### src/rtl/rv32ima_pkg.sv
// Shared types for the rv32ima datapath and its memory-side glue.
//   word_t      : native machine word
//   arb_state_t : mem_arbiter sequencing states
//   arb_grant_t : which datapath port owns the memory bus
package rv32ima_pkg;

   typedef logic [31:0] word_t;

   typedef enum logic [1:0] {
      IDLE = 2'd0,
      IACC = 2'd1,
      DACC = 2'd2,
      RESP = 2'd3
   } arb_state_t;

   typedef enum logic {
      GRANT_I = 1'b0,
      GRANT_D = 1'b1
   } arb_grant_t;

endpackage

### src/rtl/mem_arbiter.sv
// mem_arbiter: shares one single-ported, ready-handshaked memory bus between
// the instruction-fetch and data-access ports of the datapath.
//   clk, rst                          : clock, synchronous active-high reset
//   iren/iaddr -> iload/ihit          : instruction read port
//   dren/dwen/daddr/dstore/dbe
//                -> dload/dhit        : data read/write port
//   mem_ren/mem_wen/mem_addr/
//   mem_store/mem_be                  : memory request (from latched copies)
//   mem_load/mem_ready                : memory response
// Every access is latched on leaving IDLE, completes on mem_ready, and is
// followed by a single RESP cycle carrying the hit pulse. Ties are broken
// round-robin against the port that completed last.
module mem_arbiter
   import rv32ima_pkg::*;
#(
   parameter int ADDR_W = 32,
   parameter int DATA_W = 32
) (
   input  logic                  clk,
   input  logic                  rst,
   input  logic                  iren,
   input  logic [ADDR_W-1:0]     iaddr,
   output logic [DATA_W-1:0]     iload,
   output logic                  ihit,
   input  logic                  dren,
   input  logic                  dwen,
   input  logic [ADDR_W-1:0]     daddr,
   input  logic [DATA_W-1:0]     dstore,
   input  logic [DATA_W/8-1:0]   dbe,
   output logic [DATA_W-1:0]     dload,
   output logic                  dhit,
   output logic                  mem_ren,
   output logic                  mem_wen,
   output logic [ADDR_W-1:0]     mem_addr,
   output logic [DATA_W-1:0]     mem_store,
   output logic [DATA_W/8-1:0]   mem_be,
   input  logic [DATA_W-1:0]     mem_load,
   input  logic                  mem_ready
);

   localparam int BE_W = DATA_W / 8;

   arb_state_t        state, state_nx;
   arb_grant_t        last_grant;   // port that completed most recently
   arb_grant_t        cur_grant;    // port owning the access in flight
   logic              wr_q;
   logic [ADDR_W-1:0] addr_q;
   logic [DATA_W-1:0] store_q;
   logic [BE_W-1:0]   be_q;
   logic [DATA_W-1:0] iload_q;
   logic [DATA_W-1:0] dload_q;
   logic              dreq;

   assign dreq = dren | dwen;

   always_comb begin
      state_nx = state;
      mem_ren  = 1'b0;
      mem_wen  = 1'b0;
      ihit     = 1'b0;
      dhit     = 1'b0;
      unique case (state)
         IDLE: begin
            if (iren && dreq)
               state_nx = (last_grant == GRANT_D) ? IACC : DACC;
            else if (iren)
               state_nx = IACC;
            else if (dreq)
               state_nx = DACC;
         end
         IACC: begin
            mem_ren = 1'b1;
            if (mem_ready) state_nx = RESP;
         end
         DACC: begin
            mem_ren = ~wr_q;
            mem_wen = wr_q;
            if (mem_ready) state_nx = RESP;
         end
         RESP: begin
            // Always back through IDLE so a request still high during its
            // hit cycle is not granted a second time.
            ihit     = (cur_grant == GRANT_I);
            dhit     = (cur_grant == GRANT_D);
            state_nx = IDLE;
         end
         default: state_nx = IDLE;
      endcase
   end

   always_ff @(posedge clk) begin
      if (rst) begin
         state      <= IDLE;
         last_grant <= GRANT_D;
         cur_grant  <= GRANT_D;
         wr_q       <= 1'b0;
         addr_q     <= '0;
         store_q    <= '0;
         be_q       <= '0;
         iload_q    <= '0;
         dload_q    <= '0;
      end else begin
         state <= state_nx;

         if (state == IDLE && state_nx == IACC) begin
            cur_grant <= GRANT_I;
            wr_q      <= 1'b0;
            addr_q    <= iaddr;
            be_q      <= '1;
         end
         if (state == IDLE && state_nx == DACC) begin
            // dren together with dwen is a write.
            cur_grant <= GRANT_D;
            wr_q      <= dwen;
            addr_q    <= daddr;
            store_q   <= dstore;
            be_q      <= dwen ? dbe : '1;
         end

         if (state == IACC && mem_ready) begin
            iload_q    <= mem_load;
            last_grant <= GRANT_I;
         end
         if (state == DACC && mem_ready) begin
            if (!wr_q) dload_q <= mem_load;
            last_grant <= GRANT_D;
         end
      end
   end

   // Instruction fetches are word-aligned on the bus; data addresses pass
   // through untouched.
   assign mem_addr  = (cur_grant == GRANT_I) ? {addr_q[ADDR_W-1:2], 2'b00} : addr_q;
   assign mem_store = store_q;
   assign mem_be    = be_q;
   assign iload     = iload_q;
   assign dload     = dload_q;

endmodule

### config.mk
export PLATFORM = sky130hd
export DESIGN_NAME = mem_arbiter
export DESIGN_NICKNAME = d
export VERILOG_FILES = /design/src/rtl/rv32ima_pkg.sv /design/src/rtl/mem_arbiter.sv
export SDC_FILE = /design/constraint.sdc
export NUM_CORES = 1
export LEC_CHECK = 0
export BUFFER_PORTS_ARGS = -buffer_cell sky130_fd_sc_hd__clkbuf_2
export CAP_MARGIN = 40
export CORE_UTILIZATION = 41
export CTS_BUF_LIST = sky130_fd_sc_hd__clkbuf_2 sky130_fd_sc_hd__clkbuf_4 sky130_fd_sc_hd__clkbuf_8
export DETAILED_ROUTE_END_ITERATION = 8
export PLACE_DENSITY = 0.73
export SLEW_MARGIN = 10
export SYNTH_ARGS = -nofsm -noshare
export SYNTH_HDL_FRONTEND = slang
export SYNTH_SLANG_ARGS = --single-unit
### constraint.sdc
create_clock -name clk -period 1.8 [get_ports clk]
set_input_delay 0.27 -clock clk [delete_from_list [all_inputs] [get_ports clk]]
set_output_delay 0.27 -clock clk [all_outputs]
set_load 0.05 [all_outputs]
==> results of run 1 <==
## cells by family after synthesis
logic type | Yosys count | share of synthesized area, %
AOI/OAI and AO/OA | 145 | 16.6
and+or+nand+nor | 318 | 22.9
buffers and inverters | 84 | 8.75
adders and majority gates | 4 | 0.926
DFF | 137 | 50.8
xor gates and xnor gates | 1 | 0.162
## final cells by class
cell class                      count  share of cell area [%]
Clock buffer                       17                    3.18
Timing Repair Buffer              293                    22.3
Clock inverter                     15                    3.72
Tap cell                          172                    2.92
Inverter                            3                   0.187
Multi-Input combinational cell    468                    30.4
Sequential cell                   137                    37.3
## worst max-delay path: stages (launching register included)
cell and delay [ns]:
dfxtp_2 0.35, inv_4 0.05, ha_4 0.16, nor2b_1 0.12, o21a_1 0.21, buf_8 0.15
## stage by stage
stage,setup WS [ns],util [%]
3_3_place_gp,0.139,53.1
4_1_cts,-0.00920,57.5
5_1_grt,-0.0459,57.9
3_5_place_dp,0.0414,53.1
2_1_floorplan,0.151,-
6_report,0.0473,57.9
## per-layer routing
metal	global-route usage [%]	wire length (um)	part of all wire, %	vias to the layer above
li1	-	-	-	2697
met1	25.2	6390	42	2408
met2	34.9	7140	47	201
met3	8.24	1340	8.8	19
met4	8.19	269	1.8	2
met5	0	11	0.073	-
## path summary, 6_finish.rpt
path	startpoint	endpoint	slack, ns
worst max-delay path	state[0]$_SDFF_PP0_	mem_ren	0.05
worst min-delay path	dstore[28]	mem_store[28]$_SDFFE_PP0P_	0.05
worst max register to register	state[1]$_SDFF_PP0_	addr_q[12]$_SDFFE_PP0P_	0.12
worst min register to register	mem_store[31]$_SDFFE_PP0P_	mem_store[31]$_SDFFE_PP0P_	0.45
## power by group through the flow
stage / Combinational [mW] / Clock [mW] / Sequential [mW]
2_1_floorplan: 3.54 / 0 / 5.43
3_3_place_gp: 5.97 / 0 / 4.14
3_5_place_dp: 6.04 / 0 / 4.16
4_1_cts: 6.13 / 3.22 / 4.10
5_1_grt: 6.72 / 3.33 / 4.19
6_report: 6.23 / 3.14 / 4.11
## state kept, by name, summed over array words and instances, names as in the netlist
register    flops
mem_be          4
mem_store      32
last_grant      1
cur_grant       1
state           2
addr_q         32
iload          32
dload          32
wr_q            1
## Yosys cell counts, types with 2 or more instances
library cell    n
buf_6           3
clkbuf_1       34
buf_4          32
nor3_1          5
ha_1            4
nor2b_1         2
a311oi_1       33
o21a_1          2
nor2_1         41
or2_2           2
and2_1          5
inv_1           3
dfxtp_1       137
a21oi_1        99
nand2_1       260
buf_2          12
o21ai_0         2
## what timing repair did
action | 4_1_cts | 5_1_grt
pin swaps | 0 | 3
buffers inserted | 0 | 2
cloned | 0 | 1
resized for setup | 12 | 7
endpoints found under the setup margin | 3 | 23
## layout by cell type, fill, tap and decap left out, types with 2 or more instances in the layout
cell type / instances
dfxtp_2: 2
ha_4: 2
dfxtp_1: 135
and2_1: 5
clkbuf_2: 269
clkbuf_8: 17
clkinvlp_4: 2
buf_4: 14
nor2_1: 40
nand2_1: 260
a311oi_1: 33
a21oi_1: 99
clkinv_4: 5
buf_12: 7
bufinv_16: 7
nor3_1: 5
o21ai_0: 2
or2_2: 2
==> flow_summary_export.csv, run 1 <==
group,metric,value,unit
global_route,grt_max_degree,63,
final_layout,diodes,0,
sta,period_minus_slack,1.75,ns
routing,firstDrtPassIters,4,
final_layout,areaGrowthSynthToFinish,36.4,%
sta,max_freq,0.571,GHz
pwr,pwr-share-comb,46.2,%
routing,drc,0,
synth,yosysSeqAreaShare,50.8,%
pwr,p_sw,6.05,mW
worst_setup_path,crit_type,"register to output pin",
sta,holdWs,0.0500,ns
worst_setup_path,reg2reg_depth,6,
placement,portBuffers,273,
run_status,status,"complete, no violations",
global_route,grt_overflow,0,
floorplanning,start_util,42.5,%
worst_setup_path,crit_fanout,4,
synth,synthesis.instances,689,
sta,fin_skew,0.00906,ns
placement,gp_congestion,0.801,
routing,wl_per_cell,13.7,um
sta,setup_tns,0,ns
synth,synth-edff-count,0,
placement,place_hpwl,10700,um
clock_network,cts_sinks,137,
pwr,switching_share,44.9,%
global_route,grt_pass1_vias,4602,
global_route,track_usage,21.3,%
final_layout,nFillCells,1257,
synth,synth.avg_cell_area,7.84,um2
clock_network,postCtsHoldBufs,0,
global_route,grt_pass1_wl,22200,um
sta,hold_viol_final,0,
sta,rsz0062_at_grt,"yes",
routing,via_per_inst,4.82,
worst_hold_path,min_path_type,"input port to register",
pwr,p_leak,3.37,nW
synth,synthTopCellsByArea,"dfxtp_1, nand2_1, a21oi_1",
worst_setup_path,arrival,1.48,ns
sta,slew_viol_final,0,
floorplanning,dieArea,0.0136,mm2
clock_network,root_buffer,"clkbuf_8",
synth,synth-main-ff-cell,"dfxtp_1",
clock_network,clk_latency,0.44,ns
worst_hold_path,hold_depth,3,
sta,worst_slew_pin_slew,0.650,ns
placement,placed_cells,1070,
synth,async_flop_share,0,%
pwr,seqPwrFrac,30.5,%
final_layout,final_nets,1062,
sta,finalCritPeriodShare,97.4,%
floorplanning,fp.dieW,117,um
final_layout,sequential_cell_area,0.00275,mm2
synth,yosysWarnings,0,
clock_network,cts_htree_levels,4,
clock_network,cts_buffer_depth,2,
floorplanning,core,0.0127,mm2
floorplanning,die_h,117,um
placement,placed_area,0.00676,mm2
synth,netlist_area,0.00540,mm2
clock_network,clk_pin_slew,0.08,ns
worst_setup_path,cp.required,1.53,ns
pwr,clockPowerShare,23.3,%
pwr,p_int,7.41,mW
clock_network,cts_buffers,17,
worst_setup_path,cp-end-kind,"output pin",
final_layout,fin_cells,1105,
routing,vias,5327,
floorplanning,rows,41,
routing,ant_nets,0,
worst_setup_path,cp-start-kind,"register",
synth,yosysTopAreaCellShare,50.8,%
sta,setup_viol,0,
final_layout,multi_input_comb_area,0.00224,mm2
pwr,power_density,1830,mW/mm2
synth,syn-num-nets,831,
global_route,antenna_found_initial,1,
synth,yosysTopAreaCell,"dfxtp_1",
routing,wirelength,15200,um
synth,synth_cell_types,30,
sta,max-slew-margin-rel,56.7,%
routing,drt_iter0_drc,300,
pwr,power.total,13.5,mW
run,maxCapViolCount,0,
final_layout,final_cell_area,0.00737,mm2
final_layout,drive_gt1_share,36.5,%
synth,ys_ff_latch,137,
pwr,ir_drop,0.796,mV
floorplanning,io_pins,274,
clock_network,cts_tree,"yes",
No activity file was read; power rests on OpenSTA's default activity.
==> run 2: changes to the inputs <==
- ABC_AREA: not set -> 1
- CORE_ASPECT_RATIO: not set -> 0.5
- CORE_UTILIZATION: 41 -> 23
- PLACE_DENSITY: 0.73 -> not set
==> run 2 against run 1 <==
Net effect: die area increased by 89%; combinational power decreased by 39%; final cell count up 29%; synthesized cell count is 17% higher; core utilization shrank 24 points; register-to-register slack about the same; via count is 12% higher; wire length grew 19%; non-clock buffer count increased by 36; largest power group unchanged.
==> flow_summary_export.csv, run 2 <==
group,metric,value,unit
run_status,status,"complete, no violations",
global_route,antenna_found_initial,0,
sta,period_minus_slack,1.73,ns
synth,async_flop_share,0,%
global_route,grt_busiest_layer,"met2",
clock_network,post_cts_buffers,0,
placement,portBuffers,273,
global_route,track_usage,13.8,%
routing,wirelength,18000,um
final_layout,layout_common_cells,"clkbuf_2, nor2_1, dfxtp_1",
worst_hold_path,hold_depth,3,
global_route,grt_overflow,0,
final_layout,drive_gt1_share,32.8,%
floorplanning,io_pins,274,
run,maxCapViolCount,0,
worst_setup_path,crit_fanout,2,
worst_setup_path,path_cells,"inv_4 -> ha_4 -> inv_4 -> nor2_4 -> buf_8",
synth,yosysTopAreaCell,"dfxtp_1",
placement,pre_cts_ws,-0.0854,ns
placement,placed_area,0.00737,mm2
synth,synth_cell_types,20,
pwr,power_density,1240,mW/mm2
routing,vias,5948,
placement,place_hpwl,12600,um
sta,setup_viol,0,
clock_network,cts_sinks,137,
floorplanning,die_h,114,um
clock_network,cts_buffers,17,
sta,rsz0062_at_grt,"yes",
synth,synth_mux_area_share,0,%
global_route,grt_pass1_wl,27600,um
synth,yosysWarnings,0,
final_layout,nFillCells,2579,
worst_setup_path,cp-end-kind,"output pin",
clock_network,cts_htree_levels,4,
clock_network,clk_latency,0.46,ns
global_route,grt_pass1_vias,5626,
sta,worst_slew_pin_slew,0.392,ns
synth,ys_ff_latch,137,
synth,synth_fa_ha_area_share,0.866,%
sta,max-slew-margin-rel,73.9,%
clock_network,root_buffer,"clkbuf_8",
worst_setup_path,cp_top_family,"flip-flops",
clock_network,clk_pin_slew,0.08,ns
synth,synthTopCellsByArea,"dfxtp_1, nor2_1, o21ai_0",
floorplanning,dieArea,0.0258,mm2
pwr,power.total,10.3,mW
worst_setup_path,reg2reg_depth,10,
worst_setup_path,crit_cells,5,
final_layout,layout_commonest_cell,"clkbuf_2",
worst_setup_path,max_stage_delay,0.36,ns
final_layout,diodes,0,
pwr,p_leak,4.13,nW
final_layout,final_nets,1215,
final_layout,sequential_cell_area,0.00275,mm2
worst_setup_path,cp-start-kind,"register",
synth,synth-edff-count,0,
routing,drt_iter0_drc,362,
synth,synth_top_family_by_area,"simple AND/OR/NAND/NOR gates",
sta,fin_ws,0.0676,ns
synth,post-synth-top-count-cell,"nor2_1",
sta,fin_skew,0.0115,ns
global_route,grt_max_degree,72,
routing,via_per_inst,4.19,
synth,yosysSeqAreaShare,47.4,%
synth,yosysTopAreaCellShare,47.4,%
clock_network,cts_buffer_depth,2,
routing,ant_nets,0,
synth,yosys.area_share.xor_xnor,0,%
synth,syn-num-nets,948,
pwr,ir_drop,0.424,mV
routing,firstDrtPassIters,4,
floorplanning,start_util,23.8,%
synth,synth-main-ff-cell,"dfxtp_1",
synth,synthesis.instances,806,
worst_setup_path,crit_type,"register to output pin",
synth,yosys-top-cells-count,"nor2_1, dfxtp_1, nand2_1",
floorplanning,fp.dieW,226,um
worst_setup_path,cp.required,1.53,ns
global_route,gr-usage-met2,24.7,%
synth,synth_compound_area_share,9.24,%
synth,synth.avg_cell_area,7.17,um2
worst_setup_path,cp_common_cell,"inv_4",
final_layout,multi_input_comb_area,0.00262,mm2
synth,netlist_area,0.00578,mm2
sta,finalCritPeriodShare,96.2,%
synth,synth-simple-area-share,33.6,%
sta,slew_viol_final,0,
clock_network,cts_tree,"yes",
worst_setup_path,crit_buf_inv,3,
placement,gp_congestion,0.813,
floorplanning,core,0.0243,mm2
global_route,grtUsageMet3,3.26,%
final_layout,areaGrowthSynthToFinish,44.2,%
worst_setup_path,crit_slowest_cell,"dfxtp_2",
worst_setup_path,arrival,1.46,ns
routing,drc,0,
routing,wl_per_cell,12.7,um
sta,hold_viol_final,0,
worst_hold_path,min_path_type,"input port to register",
sta,max_freq,0.577,GHz
global_route,grt_util_met1,15.2,%
final_layout,final_cell_area,0.00834,mm2
floorplanning,rows,40,
==> run 2: cell count changes after synthesis, sizes merged, moves of 5 or more <==
cell | before | now
nor2 | 41 | 275
nand2 | 260 | 118
a21oi | 100 | 5
o21ai | 3 | 98
nand3b | 0 | 36
nand3 | 1 | 35
a311oi | 33 | 0
inv | 3 | 16
and2 | 5 | 0
nor3 | 5 | 0
==> run 2: final timing paths <==
kind | start | slack, ns | endpoint
min | dstore[21] | 0.06 | mem_store[21]$_SDFFE_PP0P_
min reg2reg | last_grant$_SDFFE_PP1P_ | 0.47 | last_grant$_SDFFE_PP1P_
max | state[0]$_SDFF_PP0_ | 0.07 | mem_ren
max reg2reg | state[1]$_SDFF_PP0_ | 0.12 | mem_store[20]$_SDFFE_PP0P_
==> run 2: worst reg2reg max path: stages, from the launching register on <==
cell,delay [ns]
dfxtp_2,0.34
inv_2,0.06
ha_4,0.26
nand2_4,0.08
nor2_4,0.04
a21oi_4,0.16
nand2_4,0.09
buf_12,0.16
buf_12,0.15
o21ai_0,0.19
nor2_1,0.07
==> run 2: timing repair <==
action,in CTS,in global routing
cloned,0,2
pin swaps,1,3
hold endpoints to repair,32,0
setup endpoints to repair,36,70
hold buffers,31,0
gates resized for setup,10,36
==> run 2: area by class of cell <==
type | count | share of cell area, %
flip-flops and latches | 137 | 32.9
repair buffers | 329 | 24.3
inverters | 16 | 0.855
multi-input cells | 572 | 31.4
clock inverters | 9 | 1.94
well taps | 336 | 5.04
clock buffers | 22 | 3.48
==> run 2: power by group <==
part	total [mW]	internal, mW	switching [mW]	leakage, nW
sequential	3.65	3.44	0.209	1.12
combinational	3.81	1.12	2.69	2.78
clock	2.89	1.66	1.23	0.223
==> run 2: through the flow <==
stage / instances / utilization [%] / hold WS [ns] / setup TNS (ns)
final: 1421 / 34.3 / 0.0562 / 0
after global routing: 1421 / 34.3 / 0.0311 / -0.0198
after CTS: 1419 / 33.6 / 0.000640 / -0.0432
after detailed placement: 1357 / 30.3 / 0.447 / -1.99
after global placement: 1357 / 30.3 / 0.447 / 0
after floorplan: 806 / - / 0.339 / 0
==> run 2: per-layer routing <==
metal,vias up,wire length [um]
met3,37,575
met5,-,0
met4,0,684
met1,2750,7370
li1,3054,-
met2,107,9420
==> run 2: logic make-up after synthesis <==
| kind of cell | after synthesis |
|---|---|
| AO/OA/AOI/OAI | 103 |
| adder cells (fa/ha/maj) | 4 |
| buffers and inverters | 97 |
| flip-flops | 137 |
| AND/OR/NAND/NOR | 465 |
==> run 3: changes to the inputs <==
- HOLD_SLACK_MARGIN: not set -> 0.1
==> run 3 against run 2 <==
Net effect: final cell count grew 6.3%; critical path type unchanged; highest routed layer unchanged; combinational power up 4%; register-to-register slack barely moved; final area grew 11%; total power up 1.9%; critical path depth did not move; sequential share of layout area is 3.2 points lower.
==> flow_summary_export.csv, run 3 (synthesis gave the netlist of run 2 again) <==
group,metric,value,unit
worst_setup_path,reg2reg_depth,10,
final_layout,layout_common_cells,"clkbuf_2, nor2_1, dfxtp_1",
floorplanning,core,0.0243,mm2
sta,worst_slew_pin_slew,0.387,ns
worst_setup_path,crit_buf_inv,3,
routing,firstDrtPassIters,4,
global_route,grt_pass1_wl,29900,um
global_route,track_usage,14.9,%
sta,hold_viol_final,0,
clock_network,cts_buffers,17,
final_layout,layout_commonest_cell,"clkbuf_2",
final_layout,final_nets,1304,
global_route,gr-usage-met2,27.4,%
sta,rsz0062_at_grt,"yes",
floorplanning,die_h,114,um
routing,wirelength,19600,um
sta,fin_skew,0.0125,ns
placement,placed_cells,1357,
clock_network,clk_pin_slew,0.08,ns
worst_setup_path,crit_fanout,2,
routing,vias,6415,
placement,gp_congestion,0.813,
global_route,antenna_found_initial,0,
placement,portBuffers,273,
routing,drc,0,
worst_setup_path,timing.critical_path.to,"mem_ren",
worst_setup_path,cp-end-kind,"output pin",
run,maxCapViolCount,0,
global_route,grt_pass1_vias,6215,
placement,place_hpwl,12600,um
worst_hold_path,min_path_type,"input port to register",
sta,holdWs,0.153,ns
routing,via_per_inst,4.25,
worst_setup_path,max_stage_delay,0.36,ns
final_layout,diodes,0,
sta,slew_viol_final,0,
worst_setup_path,path_cells,"inv_4 -> ha_4 -> inv_4 -> nor2_4 -> buf_8",
clock_network,cts_tree,"yes",
routing,wl_per_cell,13.0,um
worst_setup_path,crit_type,"register to output pin",
run_status,status,"complete, no violations",
final_layout,final_cell_area,0.00923,mm2
sta,finalCritPeriodShare,96.6,%
clock_network,post_cts_buffers,0,
clock_network,clk_latency,0.47,ns
worst_setup_path,crit_cells,5,
clock_network,root_buffer,"clkbuf_8",
final_layout,drive_gt1_share,30.3,%
sta,max-slew-margin-rel,74.2,%
global_route,grt_max_degree,72,
worst_setup_path,cp.required,1.53,ns
routing,drt_iter0_drc,358,
routing,ant_nets,0,
floorplanning,io_pins,274,
global_route,grt_busiest_layer,"met2",
placement,placed_area,0.00737,mm2
worst_setup_path,crit_path_start,"state[0]$_SDFF_PP0_",
global_route,grt_util_met1,15.6,%
sta,max_freq,0.575,GHz
pwr,power_density,1140,mW/mm2
final_layout,areaGrowthSynthToFinish,59.6,%
global_route,grtUsageMet3,3.39,%
worst_setup_path,cp-start-kind,"register",
floorplanning,fp.dieW,226,um
worst_setup_path,crit_slowest_cell,"dfxtp_2",
pwr,ir_drop,0.434,mV
worst_setup_path,cp_common_cell,"inv_4",
global_route,grt_overflow,0,
worst_setup_path,arrival,1.47,ns
sta,period_minus_slack,1.74,ns
clock_network,cts_buffer_depth,2,
worst_setup_path,cp_top_family,"flip-flops",
sta,setup_viol,0,
worst_setup_path,rrSetupSlack,0.11,ns
floorplanning,rows,40,
worst_setup_path,r2r_start,"state[1]$_SDFF_PP0_",
final_layout,nFillCells,2475,
pwr,p_leak,4.50,nW
worst_setup_path,reg2reg_to,"mem_store[20]$_SDFFE_PP0P_",
final_layout,fin_cells,1510,
floorplanning,dieArea,0.0258,mm2
floorplanning,start_util,23.8,%
clock_network,cts_htree_levels,4,
clock_network,cts_sinks,137,
[run 3: cell count changes in the layout (fill, tap and decap cells not counted)]
cell,change
buf_12,-1
buf_8,+1
dlygate4sd3_1,+89
inv_4,+1
inv_6,-1
o21ai_2,-1
o21ai_4,+1
[run 3: metrics by stage]
step / utilization (%) / total power, mW / setup TNS (ns) / worst slack [ns]
finish: 37.9 / 10.5 / 0 / 0.0604
global route: 37.9 / 11.1 / -0.0179 / -0.0179
CTS: 37.2 / 10.5 / -0.0432 / -0.0432
detailed placement: 30.3 / 7.32 / -1.99 / -0.0854
global placement: 30.3 / 7.26 / 0 / 0.00816
floorplan: - / 6.53 / 0 / 0.0578
[run 3: how the worst min path moves through the flow]
stage	start	endpoint	slack, ns	cells after the start
floorplan	rst	state[1]$_SDFF_PP0_	0.34	1
global placement	last_grant$_SDFFE_PP1P_	last_grant$_SDFFE_PP1P_	0.45	2
detailed placement	last_grant$_SDFFE_PP1P_	last_grant$_SDFFE_PP1P_	0.45	2
CTS	daddr[22]	addr_q[22]$_SDFFE_PP0P_	0.10	5
global route	daddr[14]	addr_q[14]$_SDFFE_PP0P_	0.14	5
finish	daddr[9]	addr_q[9]$_SDFFE_PP0P_	0.15	5
[run 3: worst reg2reg max path, stage by stage, from the launching register on]
cell	delay (ns)
dfxtp_2	0.34
inv_2	0.06
ha_4	0.26
nand2_4	0.08
nor2_4	0.04
a21oi_4	0.16
nand2_4	0.09
buf_8	0.16
clkbuf_16	0.18
o21ai_0	0.18
nor2_1	0.06
[run 3: cell type report]
class,count,area [um2],area share [%]
Clock buffer,22,290,3.15
Sequential cell,137,2750,29.7
Clock inverter,9,161,1.75
Timing Repair Buffer,418,2910,31.6
Multi-Input combinational cell,572,2630,28.5
Tap cell,336,420,4.56
Inverter,16,68.8,0.746
[run 3: per-layer routing]
metal	vias to the layer above	routed length, um
met5	-	0
met4	0	846
met3	53	624
met2	146	10400
met1	2981	7730
li1	3235	-
[run 3: report_power, final]
group          internal [mW]  switching (mW)  leakage [nW]
registers               3.44           0.211          1.12
clock network           1.65            1.25         0.223
logic                   1.24            2.74          3.15
[run 3: what timing repair did]
action                     4_1_cts  5_1_grt
hold endpoints to repair       136        0
setup endpoints to repair       36       69
hold buffers                   120        0
cloned                           0        2
pin swaps                        1        2
resized for setup               10       35
